===== config.mk =====
export PLATFORM = sky130hd
export DESIGN_NAME = decodificador_cuadratura
export DESIGN_NICKNAME = d
export VERILOG_FILES = /design/src/rtl/decodificador_cuadratura.sv
export SDC_FILE = /design/constraint.sdc
export NUM_CORES = 1
export LEC_CHECK = 0
export ABC_AREA = 1
export BUFFER_PORTS_ARGS = -buffer_cell sky130_fd_sc_hd__buf_2
export CORE_MARGIN = 1
export CORE_UTILIZATION = 51
export CTS_CLUSTER_SIZE = 16
export DETAILED_ROUTE_END_ITERATION = 6
export GPL_TIMING_DRIVEN = 1
export PLACE_DENSITY = 0.74
export SLEW_MARGIN = 20
export SYNTH_ARGS = -nofsm -noshare
export SYNTH_HDL_FRONTEND = slang
export SYNTH_SLANG_ARGS = --single-unit

===== constraint.sdc =====
create_clock -name clk -period 1.16 [get_ports clk]
set_input_delay 0.058 -clock clk [delete_from_list [all_inputs] [get_ports clk]]
set_output_delay 0.058 -clock clk [all_outputs]
set_load 0.1 [all_outputs]

===== src/rtl/decodificador_cuadratura.sv =====
// Quadrature encoder front end: sync, debounce, Gray decode into up/down/err strobes.
// Define DECODIFICADOR_X4_EN for x4 resolution (one strobe per step instead of per detent).
module decodificador_cuadratura #(
    parameter int unsigned DEBOUNCE_CYCLES = 4,
    parameter int unsigned CNT_W           = 3
) (
    input  logic clk,
    input  logic rst,
    input  logic enable,
    input  logic a,
    input  logic b,
    output logic up,
    output logic down,
    output logic err,
    output logic dir
);

    typedef enum logic [0:0] {StInit, StTrack} state_e;

    localparam logic [CNT_W-1:0] CntMax = CNT_W'(DEBOUNCE_CYCLES - 1);

    state_e           state_q;
    logic [1:0]       sync1_q, s_ab_q, filt_q, old_q;
    logic [CNT_W-1:0] cnt_q, init_q;
    logic             ev_q;
    logic             cw_q, ccw_q, jump_q;
    logic             differ, accept;
    logic [1:0]       delta;

    // Map Gray code to its position on the CW circle: 00,01,11,10 -> 0,1,2,3.
    function automatic logic [1:0] gray_pos(input logic [1:0] g);
        return {g[1], g[1] ^ g[0]};
    endfunction

    always_comb begin
        differ = (s_ab_q != filt_q);
        accept = differ && (cnt_q == CntMax);
        delta  = gray_pos(filt_q) - gray_pos(old_q);
    end

    always_ff @(posedge clk) begin
        if (rst) begin
            sync1_q <= 2'b00;
            s_ab_q  <= 2'b00;
            filt_q  <= 2'b00;
            old_q   <= 2'b00;
            cnt_q   <= '0;
            init_q  <= '0;
            state_q <= StInit;
            ev_q    <= 1'b0;
        end else begin
            sync1_q <= {a, b};
            s_ab_q  <= sync1_q;
            ev_q    <= 1'b0;
            if (!differ) begin
                cnt_q <= '0;
            end else if (accept) begin
                cnt_q  <= '0;
                filt_q <= s_ab_q;
                old_q  <= filt_q;
            end else begin
                cnt_q <= cnt_q + 1'b1;
            end
            case (state_q)
                StInit: begin
                    // First accepted value only seeds filt_ab; a quiet 00 start also arms tracking.
                    if (accept) begin
                        state_q <= StTrack;
                    end else if (s_ab_q == 2'b00) begin
                        if (init_q == CntMax) state_q <= StTrack;
                        else                  init_q  <= init_q + 1'b1;
                    end else begin
                        init_q <= '0;
                    end
                end
                StTrack: begin
                    if (accept) ev_q <= 1'b1;
                end
                default: state_q <= StInit;
            endcase
        end
    end

    always_ff @(posedge clk) begin
        if (rst) begin
            cw_q   <= 1'b0;
            ccw_q  <= 1'b0;
            jump_q <= 1'b0;
        end else begin
            cw_q   <= ev_q && (delta == 2'd1);
            ccw_q  <= ev_q && (delta == 2'd3);
            jump_q <= ev_q && (delta == 2'd2);
        end
    end

`ifdef DECODIFICADOR_X4_EN
    always_ff @(posedge clk) begin
        if (rst) begin
            up   <= 1'b0;
            down <= 1'b0;
            err  <= 1'b0;
            dir  <= 1'b0;
        end else begin
            up   <= 1'b0;
            down <= 1'b0;
            err  <= 1'b0;
            if (enable) begin
                if (jump_q) begin
                    err <= 1'b1;
                end else if (cw_q) begin
                    up  <= 1'b1;
                    dir <= 1'b1;
                end else if (ccw_q) begin
                    down <= 1'b1;
                    dir  <= 1'b0;
                end
            end
        end
    end
`else
    localparam logic signed [2:0] AccMax = 3'sd3;
    localparam logic signed [2:0] AccMin = -3'sd3;

    logic signed [2:0] acc_q;

    always_ff @(posedge clk) begin
        if (rst) begin
            up    <= 1'b0;
            down  <= 1'b0;
            err   <= 1'b0;
            dir   <= 1'b0;
            acc_q <= '0;
        end else begin
            up   <= 1'b0;
            down <= 1'b0;
            err  <= 1'b0;
            if (!enable) begin
                acc_q <= '0;
            end else if (jump_q) begin
                err   <= 1'b1;
                acc_q <= '0;
            end else if (cw_q) begin
                dir <= 1'b1;
                if (acc_q == AccMax) begin
                    up    <= 1'b1;
                    acc_q <= '0;
                end else begin
                    acc_q <= acc_q + 3'sd1;
                end
            end else if (ccw_q) begin
                dir <= 1'b0;
                if (acc_q == AccMin) begin
                    down  <= 1'b1;
                    acc_q <= '0;
                end else begin
                    acc_q <= acc_q - 3'sd1;
                end
            end
        end
    end
`endif

endmodule


Word level (Yosys, flattened, before mapping)
Cells that the tools add are included.
{ "word_totals": {"register_bits": 26, "latch_bits": 0, "ram_bits": 0, "rom_bits": 0, "inputBits": 5, "output_inout_bits": 4, "elab_cells": 70, "n_memories": 0} }
{ "classes": {"n_addsub": 5, "n_mul": 0, "div": 0, "n_lt_le_gt_ge": 0, "n_eq_ne": 9, "shift": 0, "mux": 16, "n_bitwise": 9, "n_reduce_logical": 15} }
{ "ops": {"columns": ["cell", "count"], "rows": [
  ["$mux 3", 6],
  ["$mux 1", 10],
  ["$not 1->1", 7],
  ["$add 3x1->3 const B", 2],
  ["$eq 3x2->1 const B", 2],
  ["$eq 3x3->1 const B", 2],
  ["$reduce_and 3->1", 2],
  ["$reduce_or 3->1", 2],
  ["$reduce_or 5->1", 1],
  ["$eq 2x2->1 const B", 2],
  ["$logic_and 1x1->1", 4],
  ["$reduce_or 2->1", 2],
  ["$reduce_or 4->1", 1],
  ["$add 3x2->3 const B", 1],
  ["$sub 3x2->3 const B", 1],
  ["$eq 2x1->1 const B", 1],
  ["$logic_not 2->1", 1],
  ["$ne 2x2->1", 1],
  ["$ne 2x2->1 const B", 1],
  ["$reduce_and 2->1", 1],
  ["$reduce_bool 2->1", 1],
  ["$sub 2x2->2", 1],
  ["$xor 1x1->1", 2]
]} }

Longest topological paths before layout
{ "depth": {"ltp_word": 5, "ltp_mapped": 10} }

Worst setup path after synthesis
OpenSTA, ideal clock, no wires.
{ "synth_timing": {"path_kind": "register to register", "startpoint": "reg dir (netlist name)", "endpoint": "reg dir", "arrival_time_ns": 1.172, "t_required_ns": 1.086, "setup_slack_ns": -0.087, "path_stages_with_launch": 3, "synth_period_minus_slack_ns": 1.247, "cell_sequence": "dfxtp_1 nand2_1 o21ai_0"} }
{ "synth_lines": {"columns": ["item", "line", "rtl"], "rows": [
  ["to (signal assigned)", "131", "dir <= 1'b0;"],
  ["to (signal assigned)", "143", "dir <= 1'b1;"],
  ["to (signal assigned)", "151", "dir <= 1'b0;"],
  ["to (decl)", "15", "output logic dir"]
]} }

Final worst setup path
{ "layout_timing": {"startpoint": "reg init_q[1]", "endpoint": "reg state_q"} }
{ "layout_via": {"elab_chain_len": 5} }
{ "layout_rtl": {"columns": ["item", "line", "rtl"], "rows": [
  ["from (decl)", "24", "logic [CNT_W-1:0] cnt_q, init_q;"],
  ["from (signal assigned)", "71", "else init_q <= init_q + 1'b1;"],
  ["$eq 3x2->1", "70", "if (init_q == CntMax) state_q <= StTrack;"],
  ["$mux 1", "70", null],
  ["$mux 1", "69", "end else if (s_ab_q == 2'b00) begin"],
  ["$mux 1", "67", "if (accept) begin"],
  ["$mux 1", "64", "case (state_q)"],
  ["to (signal assigned)", "68", "state_q <= StTrack;"],
  ["to (signal assigned)", "70", null],
  ["to (signal assigned)", "79", "default: state_q <= StInit;"],
  ["to (decl)", "22", "state_e state_q;"]
]} }
Every way passes these cells.
A chain may end at the register's enable or synchronous reset.

==> impl_results.md <==
* Slew Limit Fails at 0
* Data arrival, critical path at 1.44 ns
* Final setup TNS at -0.1803 ns
* WHS at 0.03465 ns
* Fin crit period at 1.223 ns
* Vias in the first global route at around 930
* Clk buf depth at 2
* Post-DP HPWL at ~1.5 mm
* Htree depth at 1
* Sink Count at 26
* Required time worst endpoint at 1.37 ns
* Crit-path cells: ha_4, ha_4, a21oi_4, buf_4, buf_6, a21oi_1
* Crit path largest cell delay at around 0.36 ns
* Max Freq at about 820 MHz
* Clk_skew at 0.003296 ns
* Final WL at around 2.3 mm
* CP max FO at 4
* Antenna violations before repair at 0
* Total Power at 1.559 mW
* Clock transition at path regs at roughly 0.13 ns
* Via-to-Cell Ratio at 4.895
* Synthesized instance count at 141
* RSZ-0062 raised after global routing: yes
* Routed Antenna Nets at 0
* Sequential fraction of the synthesis area at 44.83%
* Fin crit share at 105.5%
* Area grow syn2layout at 27.26%
* # port buffers at 8
* Seq cells post-synth at 26
* Syn Nets at around 150
* Syn avg cell area at ~8 sq um
* Global-route wire length before repair at 3.553 mm
* GPL Wtd Cong at ~0.84
* Largest net degree at the start of global routing at 14
* Path type of the worst setup path: reg2reg
* Layout cells sized above 1 at 36.59%
* Mapped Area at 1161 sq um
* Die X at 49.72 microns
* WL/cell at approximately 12 microns
* DIE AREA at 2472 sq um
* DRC viols at 0
* Iter 0 DRT Violations at 23
* Number of I/O pins at 9
* Worst-Margin Slew at 0.4841 ns
* Status: complete, but fails checks
* Max Cap Violations at 0
* Leakage at 0.6191 nW
* Hold Violations, Final at 0
* GRT overflow at 0
* Slowest CP cell: dfxtp_2
* Startpoint types: flop
* # diodes at 0
* DRT Pass-1 Iters at 4
* Nets at 179
* Setup violators final at 8
* Initial Util at a little under three fifths
* Unique masters post-synth at 24
* Hold WC Path Type: in2reg
* Most numerous cell on the critical path: ha_4
* Final WS setup at -0.06337 ns
* Later-pin clock latency in the skew report at between 0.3 and 0.4 ns
* Finished Core Util at 72.37%
* Die H at 49.72 microns
* Cell Rows at 16
* Core area at roughly 2000 sq um
* Gr usage total at a little under a fifth
* Total number of vias at roughly 940
* YS warnings at 0
* Crit. End Element: flop
* Post-place setup slack at -0.05404 ns
* Violated checks: negative setup slack
* Num CTS Buffers at 3
* Worst vdd ir at around 990 uV
* CTS tree: done
* Slew HR at 67.95%
* Power Dens Cells at roughly 1100 nW/um^2
* Root buffer cell: clkbuf_4
-- where the power goes --
group / switching, mW / leakage [nW] / internal, mW / total [mW]
Clock: 0.250 / 0.0138 / 0.121 / 0.372
Combinational: 0.125 / 0.389 / 0.116 / 0.241
Sequential: 0.0238 / 0.217 / 0.923 / 0.947
-- routing by layer --
layer	global-route usage, %	share of wire, %
met4	7.619	0.57
met1	19.23	42
met2	37.39	55
met3	3.704	2.3
met5	0	0
-- logic make-up (layout without fill, tap and decap cells) --
| family | after synthesis | in the layout | share of synthesized area [%] |
|---|---|---|---|
| AOI/OAI and AO/OA | 16 | 16 | 8.298 |
| adders and majority gates | 8 | 8 | 8.621 |
| xor gates and xnor gates | 4 | 4 | 3.018 |
| buffers and inverters | 23 | 46 | 8.728 |
| DFF | 26 | 26 | 44.83 |
| and+or+nand+nor | 64 | 64 | 26.51 |
-- sequential cells by signal, indices dropped and copies added, names as in the netlist, 2 cells and up --
name / count
sync1_q: 2
filt_q: 2
s_ab_q: 2
acc_q: 3
cnt_q: 3
old_q: 2
init_q: 3
-- per-stage QoR --
step	std cells	cell area (sq um)
6_report	191	1478
5_1_grt	191	1478
4_1_cts	189	1389
3_5_place_dp	182	1296
3_3_place_gp	182	1296
2_1_floorplan	141	1185
-- worst max-delay path: cells and delay by family, from the launching register on --
| kind | cells | cell delay, ns |
|---|---|---|
| AOI/OAI and AO/OA | 2 | 0.23 |
| adders and majority gates | 2 | 0.31 |
| buffers and inverters | 2 | 0.23 |
| DFF | 1 | 0.36 |
-- Yosys cell counts --
cell,instances,share of area (%)
nand3_1,8,3.4
a21oi_1,9,3.9
nand2_2,5,2.7
ha_1,8,8.6
o21ai_0,4,1.7
nor2_2,2,1.1
nor3b_1,1,0.65
nor3_1,2,0.86
buf_6,2,1.9
inv_2,1,0.32
dfxtp_1,26,45
inv_1,19,6.1
xor2_1,2,1.5
nand2_1,21,6.8
clkinv_1,1,0.32
nand3b_1,1,0.65
nor3_4,1,1.4
nor2b_1,1,0.54
nand2_4,2,1.9
a21oi_4,1,1.4
xnor2_1,2,1.5
o211ai_1,1,0.65
nor2_1,20,6.5
a211oi_1,1,0.65
-- final timing paths --
kind                     to  cells past startpoint       start  slack [ns]
hold reg to reg   s_ab_q[0]                      2  sync1_q[0]        0.41
hold / removal     old_q[1]                      2         rst        0.03
setup / recovery    state_q                      6   init_q[1]       -0.06
setup reg to reg    state_q                      6   init_q[1]       -0.06
-- final cells by class --
cell class / instances / area (sq um)
Clock buffer: 3 / 22.52
Multi-Input combinational cell: 92 / 641.9
Timing Repair Buffer: 22 / 161.4
Inverter: 21 / 78.83
Fill cell: 167 / 564.3
Sequential cell: 26 / 539.3
Tap cell: 27 / 33.78
-- what timing repair did --
| item | CTS | global route |
|---|---|---|
| endpoints found under the hold margin | 3 | 0 |
| pin swaps | 4 | 5 |
| setup buffers | 1 | 2 |
| resized for setup | 10 | 20 |
| endpoints found under the setup margin | 9 | 16 |
| hold buffers | 3 | 0 |
-- layout by cell type (no fill, tap or decap), drive strengths merged, types with 2 or more instances in the layout --
| cell type | instances |
|---|---|
| clkbuf | 5 |
| dfxtp | 26 |
| nand2 | 28 |
| buf | 17 |
| a21oi | 10 |
| xnor2 | 2 |
| nor3 | 3 |
| o21ai | 4 |
| nand3 | 8 |
| inv | 20 |
| dlygate4sd3 | 3 |
| xor2 | 2 |
| ha | 8 |
| nor2 | 22 |
(Power assumes the default switching activity.)
